### config.mk
export PLATFORM = sky130hd
export DESIGN_NAME = trace_round_sequencer
export DESIGN_NICKNAME = d
export VERILOG_FILES = /design/src/rtl/trace_round_sequencer.sv
export SDC_FILE = /design/constraint.sdc
export NUM_CORES = 1
export LEC_CHECK = 0
export CORE_UTILIZATION = 30
export CTS_BUF_LIST = sky130_fd_sc_hd__clkbuf_2
export DETAILED_ROUTE_END_ITERATION = 8
export DONT_BUFFER_PORTS = 1
export PLACE_DENSITY_LB_ADDON = 0.15
export RECOVER_POWER = 25
export SYNTH_ARGS = -nofsm -noshare
export SYNTH_HDL_FRONTEND = slang
export SYNTH_SLANG_ARGS = --single-unit
### constraint.sdc
create_clock -name clk -period 3.5 [get_ports clk]
set_clock_uncertainty 0.05 [all_clocks]
set_input_delay 0.525 -clock clk [delete_from_list [all_inputs] [get_ports clk]]
set_output_delay 0.525 -clock clk [all_outputs]
set_load 0.05 [all_outputs]
### src/rtl/trace_round_sequencer.sv
// Round sequencer for the spell-trace game: fetches a target pattern per
// round, shows it, judges both players' traces, arbitrates ties, keeps score
// and ends the game after NUM_ROUNDS rounds.
module trace_round_sequencer #(
  parameter int NUM_ROUNDS    = 5,
  parameter int ROUND_TIMEOUT = 250000000,
  parameter int RESULT_CYCLES = 50000000,
  parameter int TMR_W         = 28
) (
  input  logic        clk,
  input  logic        reset,
  input  logic        start,
  input  logic        abort,
  input  logic        two_player_mode,
  input  logic [15:0] p1_traced,
  input  logic        p1_valid,
  input  logic [15:0] p2_traced,
  input  logic        p2_valid,
  output logic        pattern_req,
  input  logic        pattern_ack,
  input  logic [15:0] pattern_in,
  output logic [15:0] trace_to_display,
  output logic        trace_screen_on,
  output logic [2:0]  round,
  output logic [2:0]  p1_score,
  output logic [2:0]  p2_score,
  output logic [1:0]  round_winner,
  output logic        result_valid,
  output logic        game_over
);

  typedef enum logic [2:0] {S_IDLE, S_FETCH, S_PLAY, S_RESULT, S_DONE} state_t;

  // A zero pattern from the generator would be trivially matched, so a fixed
  // default glyph is shown instead.
  localparam logic [15:0]      DEFAULT_PATTERN = 16'h0231;
  localparam logic [TMR_W-1:0] PLAY_LAST       = TMR_W'(ROUND_TIMEOUT - 1);
  localparam logic [TMR_W-1:0] RESULT_LAST     = TMR_W'(RESULT_CYCLES - 1);
  localparam logic [2:0]       LAST_ROUND      = 3'(NUM_ROUNDS - 1);

  state_t            state_q, state_d;
  logic [2:0]        round_q, round_d;
  logic [2:0]        p1_score_q, p1_score_d;
  logic [2:0]        p2_score_q, p2_score_d;
  logic [1:0]        winner_q, winner_d;
  logic              result_valid_q, result_valid_d;
  logic [15:0]       trace_q, trace_d;
  logic              prio_q, prio_d;
  logic [TMR_W-1:0]  timer_q, timer_d;

  logic              hit1, hit2;
  logic              p1_takes;
  logic [2:0]        p1_inc, p2_inc;

  // A trace hits when it covers every segment of the target; extra segments are allowed.
  assign hit1 = p1_valid && ((p1_traced & trace_q) == trace_q);
  assign hit2 = two_player_mode && p2_valid && ((p2_traced & trace_q) == trace_q);
  assign p1_takes = hit1 && !(hit2 && prio_q);
  assign p1_inc = (p1_score_q == 3'd7) ? 3'd7 : p1_score_q + 3'd1;
  assign p2_inc = (p2_score_q == 3'd7) ? 3'd7 : p2_score_q + 3'd1;

  // Next-state and next-value logic for the whole game sequence; abort overrides everything.
  always_comb begin
    state_d        = state_q;
    round_d        = round_q;
    p1_score_d     = p1_score_q;
    p2_score_d     = p2_score_q;
    winner_d       = winner_q;
    result_valid_d = 1'b0;
    trace_d        = trace_q;
    prio_d         = prio_q;
    timer_d        = timer_q;

    case (state_q)
      S_IDLE, S_DONE: begin
        if (state_q == S_IDLE || start) begin
          round_d    = 3'd0;
          p1_score_d = 3'd0;
          p2_score_d = 3'd0;
          winner_d   = 2'b00;
          prio_d     = 1'b0;
        end
        if (start) state_d = S_FETCH;
      end
      S_FETCH: begin
        if (pattern_ack) begin
          trace_d = (pattern_in == 16'h0000) ? DEFAULT_PATTERN : pattern_in;
          timer_d = '0;
          state_d = S_PLAY;
        end
      end
      S_PLAY: begin
        if (hit1 || hit2) begin
          state_d        = S_RESULT;
          timer_d        = '0;
          result_valid_d = 1'b1;
          if (p1_takes) begin
            winner_d   = 2'b01;
            p1_score_d = p1_inc;
          end else begin
            winner_d   = 2'b10;
            p2_score_d = p2_inc;
          end
          if (hit1 && hit2) prio_d = ~prio_q;
        end else if (timer_q == PLAY_LAST) begin
          state_d        = S_RESULT;
          timer_d        = '0;
          result_valid_d = 1'b1;
          winner_d       = 2'b00;
        end else begin
          timer_d = timer_q + 1'b1;
        end
      end
      S_RESULT: begin
        if (timer_q == RESULT_LAST) begin
          if (round_q == LAST_ROUND) begin
            state_d = S_DONE;
          end else begin
            round_d = round_q + 3'd1;
            state_d = S_FETCH;
          end
        end else begin
          timer_d = timer_q + 1'b1;
        end
      end
      default: state_d = S_IDLE;
    endcase

    if (abort) begin
      state_d        = S_IDLE;
      round_d        = 3'd0;
      p1_score_d     = 3'd0;
      p2_score_d     = 3'd0;
      winner_d       = 2'b00;
      result_valid_d = 1'b0;
      prio_d         = 1'b0;
      timer_d        = '0;
    end
  end

  // State and datapath registers with asynchronous reset to the power-up values.
  always_ff @(posedge clk or posedge reset) begin
    if (reset) begin
      state_q        <= S_IDLE;
      round_q        <= 3'd0;
      p1_score_q     <= 3'd0;
      p2_score_q     <= 3'd0;
      winner_q       <= 2'b00;
      result_valid_q <= 1'b0;
      trace_q        <= DEFAULT_PATTERN;
      prio_q         <= 1'b0;
      timer_q        <= '0;
    end else begin
      state_q        <= state_d;
      round_q        <= round_d;
      p1_score_q     <= p1_score_d;
      p2_score_q     <= p2_score_d;
      winner_q       <= winner_d;
      result_valid_q <= result_valid_d;
      trace_q        <= trace_d;
      prio_q         <= prio_d;
      timer_q        <= timer_d;
    end
  end

  assign pattern_req      = (state_q == S_FETCH);
  assign trace_screen_on  = (state_q == S_PLAY);
  assign game_over        = (state_q == S_DONE);
  assign trace_to_display = trace_q;
  assign round            = round_q;
  assign p1_score         = p1_score_q;
  assign p2_score         = p2_score_q;
  assign round_winner     = winner_q;
  assign result_valid     = result_valid_q;

endmodule

==> run summary <==
Initial antenna violation count = 0
Min-delay worst type = in2reg
Power per cell area = 658.2 nW/um^2
VDD IR max = 0.4935 mV
Placed cell areas = 3674 sq um
GRT Util Overall = 16.99%
Fmax = 365.6 MHz
Post-route ant nets = 0
Sequential share of the synthesized area = 43.45%
Total setup buffers inserted after CTS = 0
Initial DRC count = 190
Max incr delay on CP = 0.64 ns
Clock Tree Root = clkbuf_2
Grt ovf = 0
Pleak = 1.572 nW
CP Capture Type = register
Ys flop type = dfrtp_1
Syn avg cell area = 8.845 sq um
Count leader, synth = dfrtp_1
Final weighted congestion of routability-driven global placement = 0.9018
Area Growth Syn to Fin = 10.10%
Slowest-stage cell, CP = dfrtp_1
Critical R2R Launch = trace_to_display[12]
Met2 WL = 4383 um
Total die area = 11990 sq um
Worst hold start = pattern_in[7]
Residual DRC = 0
Starting Density = 31.43%
Syn Inst Count = 392
Die Y-Extent = 109.5 um
Slack of the worst reg-to-reg path = 0.76 ns
Top cells by area, synth = dfrtp_1 (40%), nand2b_1 (3.8%), a21oi_1 (3.8%)
First-pass GRT wire length = 15440 um
Vias per cell = 5.442
CTS tree = built
Fraction of layout cells with a size suffix above 1 = 12.01%
Design area = 3817 sq um
N_diodes = 0
Number of flops mapped to enable cells by yosys = 0
Length of routed wiring on met1 = 4486 um
Hold path cells = 2
Yosys warns = 0
Async set-reset flop share out of synthesis = 100.0%
Layout net count = 464
Post-DP HPWL = 7003 um
R2R depth = 8
Clock Latency Late Sink = 0.52 ns
Avg WL per Cell = 17.32 um
CP max FO = 18
# rows = 38
FF+latch count, synth = 60
Critical path class = reg2reg
Final period utilization = 78.15%
CTS Buffer Depth = 2
Min Tclk post-route = 2.735 ns
Met3 wire len = 486 um
Final setup fails = 0
Post-cts resize count = 0
Core region area = 11030 sq um
Tightest Pin Transition = 1.200 ns
RSZ-0062 raised after global routing = false
Detailed-route wire length = 9494 um
Synth Net Count = 453
Overall die width = 109.5 um
Worst Hold Path EP = trace_to_display[7]
IO Pins = 87
TNS Setup = 0 ns
Largest net degree at the start of global routing = 32
Area share of the largest cell type after synthesis = 40.42%
Pre-CTS setup slack = 0.7910 ns
Port bufs = 0
Sink Count = 60
Clock slew at reported path FFs = 0.17 ns
Critical Path, Cell by Cell = inv_1 > o22ai_1 > or4_1 > o31ai_1 > o21ai_2 > buf_4 > nor2_2 > nor2_1
Fill cells = 1148
CTS buffer count = 9
Post-synth cell types = 57
CP arrival = 3.07 ns
Status = finished, final reports clean
Slew margin rel. = 19.92%
Highest metal layer with signal wires = met4
Initial DRT Pass Iterations = 4
Final slew viol count = 0
Synth area leader = dfrtp_1
Depth of the CTS H-tree = 3
Reg2Reg Capture Point = timer_q[22]
Startpoint Class = register
# hold bufs at CTS = 2
WP data required = 3.83 ns
Mapped Area = 3467 sq um
Post-synth top cells = dfrtp_1 (56), nand2_1 (34), inv_1 (30)
Final hold vios = 0
Vias = 2982
Max cap viols = 0
Vias in the first global route = 2952
Worst setup margin = 0.7646 ns
## metal layers
metal | vias up | global-route usage (%)
li1 | 1436 | -
met2 | 84 | 27.18
met1 | 1446 | 22.30
met5 | - | 0
met4 | 0 | 5.429
met3 | 16 | 4.446
## where the power goes
group,switching [mW],total (mW),internal (mW)
registers,0.395,1.21,0.819
logic,0.520,0.805,0.285
clock network,0.265,0.493,0.227
total,1.18,2.51,1.33
## layout by cell type, fill, tap and decap left out, types with 7 or more instances in the layout
cell and count:
a21oi_1 26, a31oi_1 7, buf_4 9, clkbuf_2 10, dfrtp_1 56, inv_1 30
mux2_2 8, nand2_1 34, nand2b_1 21, nand3_1 21, nand4_1 17, nor2_1 25
nor2b_1 8, o21ai_0 15, o22ai_1 14, xor2_1 8
## worst max-delay path: cells and delay by family, from the launching register on
| family | cells | cell delay, ns |
|---|---|---|
| and+or+nand+nor | 3 | 1.06 |
| AOI/OAI and AO/OA | 3 | 0.50 |
| buffers and inverters | 2 | 0.37 |
| DFF | 1 | 0.64 |
## cell type report
type	instances	area, sq um	area share [%]
inverters	31	116.4	3.048
flip-flops and latches	60	1506	39.46
clock buffers	9	45.04	1.180
multi-input cells	289	1800	47.16
clock inverters	7	81.33	2.130
well taps	140	175.2	4.589
repair buffers	12	92.59	2.425
## worst max-delay path by stage
stage / slack (ns) / startpoint / cells past startpoint / end
final: 0.76 / trace_to_display[12] / 8 / timer_q[22]
after global routing: 0.55 / trace_to_display[2] / 7 / p2_score[0]
after CTS: 0.77 / trace_to_display[12] / 8 / timer_q[23]
after detailed placement: 0.79 / trace_to_display[12] / 8 / timer_q[21]
after global placement: 0.79 / trace_to_display[12] / 8 / timer_q[23]
after floorplan: 0.66 / state_q[1] / 5 / trace_to_display[10]
## metrics by stage
step,hold slack [ns],std cells,util (%),total power [mW]
6_report,0.09199,548,34.61,2.513
5_1_grt,0.03721,548,34.61,2.663
4_1_cts,0.02580,548,34.63,2.539
3_5_place_dp,0.4779,530,33.30,2.030
3_3_place_gp,0.4501,530,33.30,2.028
2_1_floorplan,0.4300,392,-,1.782
## sequential cells by signal, indices dropped and copies added (netlist names)
| signal | cells |
|---|---|
| state_q | 3 |
| timer_q | 28 |
| result_valid | 1 |
| round_winner | 2 |
| p1_score | 3 |
| round | 3 |
| trace_to_display | 16 |
| prio_q | 1 |
| p2_score | 3 |
## cells by family (layout without fill, tap and decap cells)
kind of cell / count (synthesis) / after routing / share of synthesized area [%]
xor+xnor: 10 / 10 / 2.526
compound gates: 92 / 92 / 16.71
flops: 60 / 60 / 43.45
fa+ha+maj: 5 / 5 / 1.804
mux: 9 / 9 / 2.887
simple gates: 173 / 173 / 27.86
buf+inv: 43 / 59 / 4.763
(Power assumes the default switching activity.)
